==> src/rtl/atm_multi_account_if.sv <==
// ---------------------------------------------------------------------------
// atm_multi_account_if
// Customer-side signal bundle of the multi-account ATM controller.
//   master : the card reader / keypad side (drives card, PIN and operations)
//   slave  : the controller (drives results and session status)
// Signals:
//   cardIn            card present (level)
//   acct_id           account selector, taken when the card is accepted
//   pin / pin_valid   PIN attempt, one-cycle strobe
//   op_valid / opCode operation strobe: 00 deposit, 01 withdraw, 10 balance, 11 eject
//   inputAmount       operand for deposit / withdraw
//   balance_out       balance of the active account, valid while done=1
//   done              one-cycle completion pulse
//   err               result code, valid while done=1
//   card_retained     high from retention until reset
//   ATMUsageFinished  one-cycle pulse when a session ends
// ---------------------------------------------------------------------------
interface atm_multi_account_if #(
  parameter int BAL_W = 32,
  parameter int PIN_W = 4,
  parameter int AW    = 2
);
  logic             cardIn;
  logic [AW-1:0]    acct_id;
  logic [PIN_W-1:0] pin;
  logic             pin_valid;
  logic             op_valid;
  logic [1:0]       opCode;
  logic [BAL_W-1:0] inputAmount;
  logic [BAL_W-1:0] balance_out;
  logic             done;
  logic [2:0]       err;
  logic             card_retained;
  logic             ATMUsageFinished;

  modport master (
    output cardIn, acct_id, pin, pin_valid, op_valid, opCode, inputAmount,
    input  balance_out, done, err, card_retained, ATMUsageFinished
  );

  modport slave (
    input  cardIn, acct_id, pin, pin_valid, op_valid, opCode, inputAmount,
    output balance_out, done, err, card_retained, ATMUsageFinished
  );
endinterface

==> src/rtl/atm_multi_account.sv <==
// ---------------------------------------------------------------------------
// atm_multi_account
// Session controller for an ATM serving N_ACCT accounts. A card selects an
// account, the PIN is verified (card retained after MAX_TRIES misses), then
// deposit / withdraw / balance operations run until eject, card removal or
// an idle timeout. Balances live in a register array reset to BAL_INIT.
// Ports:
//   clk    rising-edge clock
//   reset  asynchronous, active-low reset
//   bus    atm_multi_account_if.slave (card, PIN, operations, results)
// ---------------------------------------------------------------------------
module atm_multi_account #(
  parameter int                      BAL_W     = 32,
  parameter int                      PIN_W     = 4,
  parameter int                      N_ACCT    = 4,
  parameter int                      MAX_TRIES = 3,
  parameter int                      TIMEOUT   = 255,
  parameter logic [BAL_W-1:0]        BAL_INIT  = 32'h000F4240,
  parameter logic [N_ACCT*PIN_W-1:0] PIN_INIT  = {N_ACCT{4'b1010}}
) (
  input logic                 clk,
  input logic                 reset,
  atm_multi_account_if.slave  bus
);

  localparam int AW    = (N_ACCT > 1) ? $clog2(N_ACCT) : 1;
  localparam int TRY_W = $clog2(MAX_TRIES + 1);
  localparam int TMR_W = $clog2(TIMEOUT + 1);

  typedef enum logic [2:0] {
    S_IDLE, S_ENTER_PIN, S_CHOOSE, S_EXEC, S_REPORT, S_EJECT, S_RETAIN
  } state_t;

  typedef enum logic [2:0] {
    ERR_NONE, ERR_BAD_PIN, ERR_FUNDS, ERR_OVERFLOW, ERR_RETAINED, ERR_TIMEOUT
  } err_t;

  typedef enum logic [1:0] {
    OP_DEPOSIT, OP_WITHDRAW, OP_BALANCE, OP_EJECT
  } op_t;

  state_t           r_state,    w_state_nxt;
  logic [AW-1:0]    r_acct,     w_acct_nxt;
  logic [TRY_W-1:0] r_tries,    w_tries_nxt;
  logic [TMR_W-1:0] r_timer,    w_timer_nxt;
  op_t              r_op,       w_op_nxt;
  logic [BAL_W-1:0] r_amt,      w_amt_nxt;
  logic             r_done,     w_done_nxt;
  err_t             r_err,      w_err_nxt;
  logic [BAL_W-1:0] r_bal_out,  w_bal_out_nxt;
  logic             r_retained, w_retained_nxt;
  logic             r_finished, w_finished_nxt;

  logic [BAL_W-1:0] r_bal [N_ACCT];
  logic             w_wr_en;
  logic [BAL_W-1:0] w_wr_data;

  logic [BAL_W-1:0] w_cur_bal;
  logic [BAL_W:0]   w_sum;
  logic             w_pin_ok;
  logic             w_timed_out;
  logic             w_last_try;

  assign w_cur_bal   = r_bal[r_acct];
  // Extra carry bit exposes deposit overflow without a second comparator.
  assign w_sum       = {1'b0, w_cur_bal} + {1'b0, r_amt};
  assign w_pin_ok    = (bus.pin == PIN_INIT[int'(r_acct) * PIN_W +: PIN_W]);
  // r_timer holds the idle cycles already spent, so this cycle is the last one.
  assign w_timed_out = (r_timer == TMR_W'(TIMEOUT - 1));
  assign w_last_try  = (r_tries == TRY_W'(MAX_TRIES - 1));

  always_comb begin
    // NOTE: every variable gets a default before the case; a path that left
    // one unassigned would infer a latch.
    w_state_nxt    = r_state;
    w_acct_nxt     = r_acct;
    w_tries_nxt    = r_tries;
    w_timer_nxt    = '0;
    w_op_nxt       = r_op;
    w_amt_nxt      = r_amt;
    w_done_nxt     = 1'b0;
    w_err_nxt      = ERR_NONE;
    w_bal_out_nxt  = '0;
    w_retained_nxt = r_retained;
    w_finished_nxt = 1'b0;
    w_wr_en        = 1'b0;
    w_wr_data      = w_cur_bal;

    case (r_state)
      S_IDLE: begin
        if (bus.cardIn) begin
          w_acct_nxt  = bus.acct_id;
          w_tries_nxt = '0;
          w_state_nxt = S_ENTER_PIN;
        end
      end

      S_ENTER_PIN: begin
        if (!bus.cardIn) begin
          w_state_nxt    = S_EJECT;
          w_finished_nxt = 1'b1;
        end else if (bus.pin_valid) begin
          if (w_pin_ok) begin
            w_state_nxt = S_CHOOSE;
          end else if (w_last_try) begin
            w_tries_nxt    = r_tries + TRY_W'(1);
            w_state_nxt    = S_RETAIN;
            w_retained_nxt = 1'b1;
            w_done_nxt     = 1'b1;
            w_err_nxt      = ERR_RETAINED;
            w_finished_nxt = 1'b1;
          end else begin
            w_tries_nxt = r_tries + TRY_W'(1);
            w_done_nxt  = 1'b1;
            w_err_nxt   = ERR_BAD_PIN;
          end
        end else if (w_timed_out) begin
          w_state_nxt    = S_EJECT;
          w_done_nxt     = 1'b1;
          w_err_nxt      = ERR_TIMEOUT;
          w_finished_nxt = 1'b1;
        end else begin
          w_timer_nxt = r_timer + TMR_W'(1);
        end
      end

      S_CHOOSE: begin
        if (!bus.cardIn) begin
          w_state_nxt    = S_EJECT;
          w_finished_nxt = 1'b1;
        end else if (bus.op_valid) begin
          w_op_nxt  = op_t'(bus.opCode);
          w_amt_nxt = bus.inputAmount;
          if (op_t'(bus.opCode) == OP_EJECT) begin
            w_state_nxt    = S_EJECT;
            w_finished_nxt = 1'b1;
          end else begin
            w_state_nxt = S_EXEC;
          end
        end else if (w_timed_out) begin
          w_state_nxt    = S_EJECT;
          w_done_nxt     = 1'b1;
          w_err_nxt      = ERR_TIMEOUT;
          w_finished_nxt = 1'b1;
        end else begin
          w_timer_nxt = r_timer + TMR_W'(1);
        end
      end

      S_EXEC: begin
        // Card pulled while the operation is in flight: drop the result.
        if (!bus.cardIn) begin
          w_state_nxt    = S_EJECT;
          w_finished_nxt = 1'b1;
        end else begin
          w_state_nxt   = S_REPORT;
          w_done_nxt    = 1'b1;
          w_bal_out_nxt = w_cur_bal;
          case (r_op)
            OP_DEPOSIT: begin
              if (w_sum[BAL_W]) begin
                w_err_nxt = ERR_OVERFLOW;
              end else begin
                w_wr_en       = 1'b1;
                w_wr_data     = w_sum[BAL_W-1:0];
                w_bal_out_nxt = w_sum[BAL_W-1:0];
              end
            end
            OP_WITHDRAW: begin
              if (r_amt > w_cur_bal) begin
                w_err_nxt = ERR_FUNDS;
              end else begin
                w_wr_en       = 1'b1;
                w_wr_data     = w_cur_bal - r_amt;
                w_bal_out_nxt = w_cur_bal - r_amt;
              end
            end
            default: ;
          endcase
        end
      end

      // done/err/balance_out were registered on entry; hold them one cycle only.
      S_REPORT: w_state_nxt = S_CHOOSE;

      S_EJECT: begin
        if (!bus.cardIn) w_state_nxt = S_IDLE;
      end

      S_RETAIN: w_state_nxt = S_RETAIN;

      default: w_state_nxt = S_IDLE;
    endcase
  end

  always_ff @(posedge clk or negedge reset) begin
    if (!reset) begin
      r_state    <= S_IDLE;
      r_acct     <= '0;
      r_tries    <= '0;
      r_timer    <= '0;
      r_op       <= OP_DEPOSIT;
      r_amt      <= '0;
      r_done     <= 1'b0;
      r_err      <= ERR_NONE;
      r_bal_out  <= '0;
      r_retained <= 1'b0;
      r_finished <= 1'b0;
    end else begin
      // NOTE: non-blocking so every register updates from pre-edge values,
      // independent of statement order.
      r_state    <= w_state_nxt;
      r_acct     <= w_acct_nxt;
      r_tries    <= w_tries_nxt;
      r_timer    <= w_timer_nxt;
      r_op       <= w_op_nxt;
      r_amt      <= w_amt_nxt;
      r_done     <= w_done_nxt;
      r_err      <= w_err_nxt;
      r_bal_out  <= w_bal_out_nxt;
      r_retained <= w_retained_nxt;
      r_finished <= w_finished_nxt;
    end
  end

  always_ff @(posedge clk or negedge reset) begin
    if (!reset) begin
      // NOTE: this array is deliberately reset: every account must return to
      // its opening balance, so it stays in flops rather than a RAM macro.
      for (int i = 0; i < N_ACCT; i++) r_bal[i] <= BAL_INIT;
    end else if (w_wr_en) begin
      r_bal[r_acct] <= w_wr_data;
    end
  end

  assign bus.balance_out      = r_bal_out;
  assign bus.done             = r_done;
  assign bus.err              = r_err;
  assign bus.card_retained    = r_retained;
  assign bus.ATMUsageFinished = r_finished;

endmodule
==> src/flat_wrapper.sv <==
// flat-port wrapper written by rule: the top's interface ports become plain ports
module atm_multi_account_flat 
#(
  parameter int                      BAL_W     = 32,
  parameter int                      PIN_W     = 4,
  parameter int                      N_ACCT    = 4,
  parameter int                      MAX_TRIES = 3,
  parameter int                      TIMEOUT   = 255,
  parameter logic [BAL_W-1:0]        BAL_INIT  = 32'h000F4240,
  parameter logic [N_ACCT*PIN_W-1:0] PIN_INIT  = {N_ACCT{4'b1010}}
)
  (clk, reset, bus_cardIn, bus_acct_id, bus_pin, bus_pin_valid, bus_op_valid, bus_opCode, bus_inputAmount, bus_balance_out, bus_done, bus_err, bus_card_retained, bus_ATMUsageFinished);
  atm_multi_account_if #(.BAL_W(BAL_W), .PIN_W(PIN_W)) bus_i ();
  input logic clk;
  input logic reset;
  input wire logic [$bits(bus_i.cardIn)-1:0] bus_cardIn;
  input wire logic [$bits(bus_i.acct_id)-1:0] bus_acct_id;
  input wire logic [$bits(bus_i.pin)-1:0] bus_pin;
  input wire logic [$bits(bus_i.pin_valid)-1:0] bus_pin_valid;
  input wire logic [$bits(bus_i.op_valid)-1:0] bus_op_valid;
  input wire logic [$bits(bus_i.opCode)-1:0] bus_opCode;
  input wire logic [$bits(bus_i.inputAmount)-1:0] bus_inputAmount;
  output wire logic [$bits(bus_i.balance_out)-1:0] bus_balance_out;
  output wire logic [$bits(bus_i.done)-1:0] bus_done;
  output wire logic [$bits(bus_i.err)-1:0] bus_err;
  output wire logic [$bits(bus_i.card_retained)-1:0] bus_card_retained;
  output wire logic [$bits(bus_i.ATMUsageFinished)-1:0] bus_ATMUsageFinished;
  assign bus_i.cardIn = bus_cardIn;
  assign bus_i.acct_id = bus_acct_id;
  assign bus_i.pin = bus_pin;
  assign bus_i.pin_valid = bus_pin_valid;
  assign bus_i.op_valid = bus_op_valid;
  assign bus_i.opCode = bus_opCode;
  assign bus_i.inputAmount = bus_inputAmount;
  assign bus_balance_out = bus_i.balance_out;
  assign bus_done = bus_i.done;
  assign bus_err = bus_i.err;
  assign bus_card_retained = bus_i.card_retained;
  assign bus_ATMUsageFinished = bus_i.ATMUsageFinished;
  atm_multi_account #(.BAL_W(BAL_W), .PIN_W(PIN_W), .N_ACCT(N_ACCT), .MAX_TRIES(MAX_TRIES), .TIMEOUT(TIMEOUT), .BAL_INIT(BAL_INIT), .PIN_INIT(PIN_INIT)) u_core (.clk(clk), .reset(reset), .bus(bus_i));
endmodule
==> config.mk <==
export PLATFORM = sky130hd
export DESIGN_NAME = atm_multi_account_flat
export DESIGN_NICKNAME = d
export VERILOG_FILES = /design/src/rtl/atm_multi_account_if.sv /design/src/rtl/atm_multi_account.sv /design/src/flat_wrapper.sv
export SDC_FILE = /design/constraint.sdc
export NUM_CORES = 1
export LEC_CHECK = 0
export BUFFER_PORTS_ARGS = -buffer_cell sky130_fd_sc_hd__buf_2
export CAP_MARGIN = 15
export CORE_MARGIN = 1
export CORE_UTILIZATION = 50
export CTS_BUF_LIST = sky130_fd_sc_hd__clkbuf_4 sky130_fd_sc_hd__clkbuf_8
export DETAILED_ROUTE_END_ITERATION = 10
export PLACE_DENSITY_LB_ADDON = 0.3
export SLEW_MARGIN = 20
export SYNTH_ARGS = -nofsm -noshare
export SYNTH_HDL_FRONTEND = slang
export SYNTH_SLANG_ARGS = --single-unit
==> constraint.sdc <==
create_clock -name clk -period 14.98 [get_ports clk]
set_clock_uncertainty 0.1 [all_clocks]
set_input_delay 2.247 -clock clk [delete_from_list [all_inputs] [get_ports clk]]
set_output_delay 2.247 -clock clk [all_outputs]
set_load 0.02 [all_outputs]
==> results of run 1 <==
-- layout by cell type (no fill, tap or decap), types with 27 or more instances in the layout --
cell type,netlist,routed
clkbuf_8,0,47
dfrtp_1,187,186
mux2_2,99,99
nand2_1,75,75
inv_1,81,81
nor3_1,27,27
nor2_1,107,107
o21ai_0,68,68
dfstp_2,28,28
mux4_2,32,32
ha_1,70,70
a21oi_1,113,113
buf_2,24,81
-- power by group --
| part | internal [uW] | switching (uW) | total, uW |
|---|---|---|---|
| combinational | 861 | 1570 | 2430 |
| clock | 349 | 256 | 605 |
| sequential | 777 | 142 | 918 |
| total | 1990 | 1970 | 3950 |
-- Yosys cell counts, types with 21 or more instances --
| library cell | count |
|---|---|
| dfrtp_1 | 187 |
| a21oi_1 | 113 |
| nor2_1 | 107 |
| mux2_2 | 99 |
| inv_1 | 81 |
| nand2_1 | 75 |
| ha_1 | 70 |
| o21ai_0 | 68 |
| clkbuf_1 | 36 |
| mux4_2 | 32 |
| dfstp_2 | 28 |
| nor3_1 | 27 |
| buf_2 | 24 |
| mux2_4 | 22 |
| o21a_1 | 22 |
| nand3_1 | 21 |
-- cells by family after synthesis --
group | count (synthesis)
xor gates and xnor gates | 20
adders and majority gates | 72
AOI/OAI and AO/OA | 384
buffers and inverters | 156
and+or+nand+nor | 339
muxes | 166
DFF | 215
-- worst max-delay path: cells and delay by family, from the launching register on --
family          cells  cell delay, ns
compound gates      5            1.48
buf+inv             3            1.07
simple gates        2            1.06
mux                 2            1.03
flops               1            0.57
fa+ha+maj           1            0.44
-- routing by layer --
metal	up-vias	wire, um
met5	-	0
li1	5111	-
met3	90	3030
met4	0	1360
met1	5527	17900
met2	484	17100
-- registers in the layout (all words and copies together) (netlist names) --
signal,cells
u_core.r_bal,128
u_core.bus.balance_out,32
u_core.r_amt,32
u_core.r_timer,8
u_core.bus.err,3
u_core.r_state,3
u_core.r_acct,2
u_core.r_op,2
u_core.r_tries,2
u_core.bus.ATMUsageFinished,1
u_core.bus.card_retained,1
u_core.bus.done,1
-- per-stage QoR --
step                      util [%]  instances  area (um2)  hold WS (ns)  total power, uW
after floorplan                  -       1352       13800         0.342             2620
after global placement        53.4       1715       14400         0.350             3250
after detailed placement      53.4       1715       14400         0.353             3270
after CTS                     56.5       1785       15300         0.367             3900
after global routing          56.5       1785       15300         0.395             4200
final                         56.5       1785       15300         0.361             3950
-- worst paths after layout --
path                                                        endpoint
worst max-delay path                   u_core.r_bal[106]$_DFFE_PN0P_
worst min-delay path            u_core.bus.card_retained$_DFFE_PN0P_
max in group asynchronous               u_core.r_bal[79]$_DFFE_PN0P_
worst min register to register  u_core.bus.card_retained$_DFFE_PN0P_
worst max register to register         u_core.r_bal[106]$_DFFE_PN0P_
min in group asynchronous               u_core.r_amt[28]$_DFFE_PN0P_
-- layout make-up --
type	count	share of cell area [%]
multi-input combinational	981	50.7
sequential	215	35.4
clock buffer	58	4.77
timing repair buffer	96	3.44
tap	341	2.79
inverter	82	2.01
clock inverter	12	0.852
==> metrics.yaml, run 1 <==
status: "finished clean"
cp.required_ns: 15.31
drcViolationCount: 0
antenna_found_initial: 0
fin_ws_ns: 9.04
dp_hpwl_um: 28200
dieHeight_um: 168
nets: 1531
start_kind: "register"
cp-startpoint: "u_core.r_acct[0]$_DFFE_PN0P_"
clock_path_buffers: 3
track_usage_pct: 28.5
ir_worst_vdd_v: 0.0000913
cts_resized: 0
multi_input_area_um2: 7740
grtUsageMet3_pct: 4.25
vias: 11212
ios: 83
pre_cts_ws_ns: 8.75
yosys.area.top_type: "dfrtp_1"
synth_ff_type: "dfrtp_1"
maxCapViolCount: 0
power_density_nw_per_um2: 259
hp-class: "register to register"
hold_viol: 0
rrSetupSlack_ns: 9.04
rr_worst_depth: 13
yosysWarnings: 0
max_stage_delay_ns: 0.87
drive_gt1_share_pct: 26.7
synth_cells: 1352
critPathMaxFanout: 29
die_x_um: 168
cts_hold_buf: 0
min_period_over_period_pct: 39.7
fin_crit_ns: 5.94
syn_area_per_cell_um2: 10.2
num_antenna_cells: 0
drt_iter0_drc: 949
drt_pass1_iterations: 6
synth-xor-area-share_pct: 1.27
maxSlewHeadroom_pct: 26.9
grt_remaining_overflow: 0
synth-edff-count: 0
cp_cell_sequence: "buf_4 > mux4_2 > ha_1 > inv_1 > a2111oi_1 > a21oi_1 > nand3_1 > a21o_2 > a21o_1 > buf_4 > o21ai_1 > nor3_2 > mux2_2"
fp.dieArea_um2: 28300
critPathSlowestCell: "nor3_2"
nFillCells: 2363
synthDistinctLibCells: 101
synthToLayoutAreaGrowth_pct: 10.5
grt_start_max_net_pins: 79
power.leakage_uw: 0.00714
place_congestion: 0.997
cts_tree: "done"
synth-simple-area-share_pct: 12.3
htree_levels: 2
syn_nets: 1469
ant_nets: 0
synth_area_leaders: "dfrtp_1 34%, mux2_2 8.1%, ha_1 6.3%, dfstp_2 5.3%, mux4_2 5.2%"
use_met2_pct: 42.5
wl_per_cell_um: 22.1
ys_seq_elements: 215
cp.arrival_ns: 6.27
path_class: "register to register"
viasPerCell: 6.28
initial_core_util_pct: 51.2
end_kind: "register"
fin_setup_tns_ns: 0
slew_violations: 0
rsz0062_at_grt: "no"
clock.fmax_mhz: 168
synth_compound_area_share_pct: 19.0
finalSetupViolations: 0
cts_setup_buffers: 0
cts_buffers: 38
port_buffers: 82
grt_pass1_wl_um: 62500
yosys.area.top_type_share_pct: 33.8
grt-busiest-layer: "met2"
netlist_area_um2: 13800
clock-sinks: 215
clk_pin_slew_ns: 0.06
synthAdderAreaFrac_pct: 6.62
synth_top_family_by_area: "compound AO/OA/AOI/OAI gates"
synth-async-reset-ratio_pct: 100
muxShareOfSynthArea_pct: 16.6
synth.yosys.seq_area_share_pct: 39.1
rows: 60
hold_start: "u_core.bus.card_retained$_DFFE_PN0P_"
rr_startpoint: "u_core.r_acct[0]$_DFFE_PN0P_"
hold_depth: 1
clkLatencyLatePin_ns: 0.57
worst_pin_slew_ns: 1.09
routed_wl_um: 39400
grt_use_met1_pct: 41.7
clockRootBuffer: "clkbuf_8"
path_common_cell: "buf_4"
core_area_um2: 27000
grt_pass1_vias: 10936
final-seq-area_um2: 5420
Power figures use the tool's default switching activity.
==> inputs of run 2 (changes only) <==
==> constraint.sdc (replaced) <==
create_clock -name clk -period 4.9 [get_ports clk]
set_clock_uncertainty 0.1 [all_clocks]
set_input_delay 0.735 -clock clk [delete_from_list [all_inputs] [get_ports clk]]
set_output_delay 0.735 -clock clk [all_outputs]
set_load 0.02 [all_outputs]
==> metrics.yaml, run 2 (synthesis gave the netlist of run 1 again) <==
status: "finished clean"
largest_reg_flops: 128
rrSetupSlack_ns: 0.19
vias: 11862
rr_startpoint: "u_core.r_acct[0]$_DFFE_PN0P_"
finalSetupViolations: 0
crit_end: "u_core.r_bal[2]$_DFFE_PN0P_"
critPathMaxFanout: 10
min_period_over_period_pct: 96.2
power.leakage_uw: 0.00777
antenna_found_initial: 0
hp-class: "input port to asynchronous set/reset pin"
grt_pass1_vias: 11575
port_buffers: 82
pre_cts_ws_ns: 0.0342
ant_nets: 0
ios: 83
r2r_end: "u_core.r_bal[2]$_DFFE_PN0P_"
nets: 1657
place_congestion: 1.02
maxSlewHeadroom_pct: 34.3
clk_pin_slew_ns: 0.08
rsz0062_at_grt: "no"
drt_iter0_drc: 1169
maxCapViolCount: 0
clock.fmax_mhz: 212
path_class: "register to register"
slew_violations: 0
htree_levels: 2
wl_per_cell_um: 22.4
layout_common_cells: "186 x dfrtp_1, 131 x buf_4, 113 x a21oi_1"
rows: 60
top_register: "u_core.r_bal"
clockRootBuffer: "clkbuf_8"
clock_path_buffers: 3
clkLatencyLatePin_ns: 0.57
cp-startpoint: "u_core.r_acct[0]$_DFFE_PN0P_"
grt_remaining_overflow: 0
fin_crit_ns: 4.71
drt_pass1_iterations: 5
viasPerCell: 6.22
end_kind: "register"
fin_setup_tns_ns: 0
hold_viol: 0
power_density_nw_per_um2: 814
drcViolationCount: 0
grt_start_max_net_pins: 109
num_antenna_cells: 0
ir_worst_vdd_v: 0.000295
dieHeight_um: 168
cp.arrival_ns: 5.02
synthToLayoutAreaGrowth_pct: 18.0
cts_tree: "done"
start_kind: "register"
core_area_um2: 27000
cts_buffers: 37
die_x_um: 168
cp.required_ns: 5.21
power_uw: 13300
worst_pin_slew_ns: 0.980
cts_setup_buffers: 0
fin_ws_ns: 0.185
dp_hpwl_um: 31700
rr_worst_depth: 16
initial_core_util_pct: 51.2
grt_pass1_wl_um: 66500
drive_gt1_share_pct: 32.5
final_common_cell: "dfrtp_1"
cts_hold_buf: 0
routed_wl_um: 42700
track_usage_pct: 30.6
final_util_pct: 60.4
fp.dieArea_um2: 28300
cts_resized: 0
clock-sinks: 215
-- run 2: cell types whose count changed in the layout (fill, tap and decap cells not counted) --
cell        delta
a2bb2oi_2      +2
buf_4        +117
a2bb2oi_1      -2
clkbuf_4       -5
a2111oi_1      +1
clkinv_2       -3
inv_6          +1
clkinvlp_4     +1
a2111oi_0      -1
buf_12         +9
buf_6          +1
-- run 2: how the worst min path moves through the flow --
stage / endpoint / slack, ns / from / cells after the start
floorplan: u_core.bus.ATMUsageFinished$_DFF_PN0_ / 0.34 / reset / 0
global placement: u_core.bus.card_retained$_DFFE_PN0P_ / 0.35 / u_core.bus.card_retained$_DFFE_PN0P_ / 1
detailed placement: u_core.bus.card_retained$_DFFE_PN0P_ / 0.36 / u_core.bus.card_retained$_DFFE_PN0P_ / 1
CTS: u_core.bus.balance_out[19]$_DFF_PN0_ / 0.14 / reset / 1
global route: u_core.bus.balance_out[22]$_DFF_PN0_ / 0.18 / reset / 1
finish: u_core.r_amt[29]$_DFFE_PN0P_ / 0.13 / reset / 1
-- run 2: area by class of cell --
class	count	area, um2
Sequential cell	215	5420
Tap cell	341	427
Clock inverter	11	131
Clock buffer	53	692
Multi-Input combinational cell	981	7760
Timing Repair Buffer	223	1600
Inverter	82	308
Fill cell	2296	10700
-- run 2: per-stage QoR --
stage	area, um2	instances	hold slack (ns)
final	16300	1906	0.126
after global routing	16300	1906	0.180
after CTS	16300	1906	0.138
after detailed placement	15500	1842	0.359
after global placement	15500	1842	0.349
after floorplan	13800	1352	0.339
-- run 2: routing by layer --
metal	global-route usage, %	wire (um)	vias to the layer above
met5	0	0	-
met4	9.01	938	0
met3	6.51	4190	74
met2	45.5	18800	579
met1	44.8	18800	5862
li1	-	-	5347
-- run 2: critical path: stages (launching register included) --
cell,delay (ns)
dfrtp_2,0.53
buf_4,0.22
mux4_2,0.61
ha_1,0.35
buf_4,0.18
o21a_1,0.12
or2_0,0.20
a41o_1,0.30
o2111a_4,0.34
buf_4,0.15
o31a_1,0.36
buf_4,0.21
buf_4,0.17
nand2_1,0.07
o311ai_0,0.20
a22oi_2,0.32
a21oi_1,0.12
-- run 2: power by group --
| group | leakage [uW] | internal [uW] | switching, uW |
|---|---|---|---|
| registers | 0.00277 | 2370 | 448 |
| logic | 0.00458 | 3520 | 5130 |
| clock network | 0.000427 | 1030 | 795 |
==> inputs of run 3 (changes only) <==
--- a/config.mk
+++ b/config.mk
@@ -12,6 +12,7 @@
 export CTS_BUF_LIST = sky130_fd_sc_hd__clkbuf_4 sky130_fd_sc_hd__clkbuf_8
 export DETAILED_ROUTE_END_ITERATION = 10
 export PLACE_DENSITY_LB_ADDON = 0.3
+export REMOVE_ABC_BUFFERS = 1
 export SLEW_MARGIN = 20
 export SYNTH_ARGS = -nofsm -noshare
 export SYNTH_HDL_FRONTEND = slang
==> metrics.yaml, run 3 (synthesis gave the netlist of run 1 again) <==
grt_remaining_overflow: 0
rsz0062_at_grt: "no"
nFillCells: 2341
hold_viol: 0
largest_reg_flops: 128
max_stage_delay_ns: 0.52
drt_pass1_iterations: 6
initial_core_util_pct: 51.2
core_area_um2: 27000
crit_end: "u_core.r_bal[118]$_DFFE_PN0P_"
power_uw: 12400
cp_cell_sequence: "buf_12 > mux4_2 > inv_1 > ha_1 > fa_1 > nand3b_2 > a2111oi_4 > o21a_2 > o2111a_4 > o31a_1 > buf_4 > a32oi_1 > a2bb2oi_1 > mux2_2"
viasPerCell: 6.22
antenna_found_initial: 0
status: "finished clean"
nets: 1586
clkLatencyLatePin_ns: 0.55
clock.fmax_mhz: 217
rr_worst_depth: 14
drt_iter0_drc: 1050
rrSetupSlack_ns: 0.29
final-seq-area_um2: 5420
maxSlewHeadroom_pct: 30.1
port_buffers: 82
rr_startpoint: "u_core.r_acct[0]$_DFFE_PN0P_"
r2r_end: "u_core.r_bal[118]$_DFFE_PN0P_"
cts_resized: 0
clock_path_buffers: 3
ant_nets: 0
top_register: "u_core.r_bal"
slew_violations: 0
stdcell_area_um2: 15800
instances_no_fill: 1839
cts_buffers: 38
wl_per_cell_um: 21.3
track_usage_pct: 28.2
cp.arrival_ns: 4.99
dp_cells: 1768
drive_gt1_share_pct: 29.3
num_antenna_cells: 0
cp.required_ns: 5.28
dp_hpwl_um: 28300
fin_crit_ns: 4.61
clk_pin_slew_ns: 0.07
power_density_nw_per_um2: 781
place_congestion: 0.962
fp.dieArea_um2: 28300
min_period_over_period_pct: 94.1
worst_pin_slew_ns: 1.05
end_kind: "register"
start_kind: "register"
die_x_um: 168
cp-startpoint: "u_core.r_acct[0]$_DFFE_PN0P_"
critPathSlowestCell: "o31a_1"
final_util_pct: 58.6
drcViolationCount: 0
vias: 11433
routed_wl_um: 39300
grt_pass1_wl_um: 62400
fin_ws_ns: 0.289
dieHeight_um: 168
multi_input_area_um2: 7740
ir_worst_vdd_v: 0.000318
layout_common_cells: "186 x dfrtp_1, 113 x a21oi_1, 107 x nor2_1"
synthToLayoutAreaGrowth_pct: 14.5
ios: 83
placed_cell_area_um2: 15000
hp-class: "input port to register"
cts_tree: "done"
htree_levels: 2
grt_pass1_vias: 11217
pre_cts_ws_ns: 0.397
clock-sinks: 215
grt_start_max_net_pins: 144
maxCapViolCount: 0
critPathMaxFanout: 22
path_class: "register to register"
rows: 60
clockRootBuffer: "clkbuf_8"
finalSetupViolations: 0
power.leakage_uw: 0.00744
final_common_cell: "dfrtp_1"
-- run 3: final cells by class --
cell class / instances / area share (%)
Sequential cell: 215 / 34.2
Timing Repair Buffer: 151 / 6.94
Clock inverter: 12 / 0.830
Clock buffer: 57 / 4.48
Tap cell: 341 / 2.69
Multi-Input combinational cell: 981 / 48.9
Inverter: 82 / 1.94
-- run 3: report_power, final --
part	switching (uW)	leakage (uW)	internal (uW)
clock	767	0.000438	1050
combinational	4750	0.00424	3030
sequential	414	0.00277	2370
-- run 3: worst min-delay path by stage --
stage                     slack, ns                                    end                            startpoint  depth (start not counted)
after detailed placement       0.35   u_core.bus.card_retained$_DFFE_PN0P_  u_core.bus.card_retained$_DFFE_PN0P_                          1
after global routing           0.31           u_core.r_amt[16]$_DFFE_PN0P_                   bus_inputAmount[16]                          2
final                          0.31           u_core.r_amt[16]$_DFFE_PN0P_                   bus_inputAmount[16]                          2
after CTS                      0.26           u_core.r_bal[72]$_DFFE_PN0P_                                 reset                          1
after global placement         0.36           u_core.r_bal[33]$_DFFE_PN0P_          u_core.r_bal[33]$_DFFE_PN0P_                          2
after floorplan                0.34  u_core.bus.ATMUsageFinished$_DFF_PN0_                                 reset                          0
-- run 3: critical path: cells and delay by family, from the launching register on --
family                   cells  cell delay [ns]
buffers and inverters        3             0.56
AND/OR/NAND/NOR              1             0.28
adder cells (fa/ha/maj)      2             0.66
multiplexers                 2             0.64
AO/OA/AOI/OAI                6             1.86
flip-flops                   1             0.44
-- run 3: metrics by stage --
stage               hold WS [ns]  setup TNS, ns
floorplan                  0.339        -141.93
global placement           0.357              0
finish                     0.314              0
CTS                        0.257              0
detailed placement         0.352              0
global route               0.305              0
-- run 3: what timing repair did --
action | CTS | global route
setup buffers | 0 | 0
hold buffers | 0 | 1
endpoints found under the hold margin | 0 | 35
-- run 3: routing by layer --
| layer | vias up | routed length [um] | track usage (%) | part of all wire [%] |
|---|---|---|---|---|
| met5 | - | 0 | 0 | 0 |
| met4 | 0 | 1240 | 9.60 | 3.2 |
| met3 | 108 | 2620 | 4.89 | 6.7 |
| met2 | 485 | 17600 | 43.8 | 45 |
| met1 | 5633 | 17800 | 39.9 | 45 |
| li1 | 5207 | - | - | - |
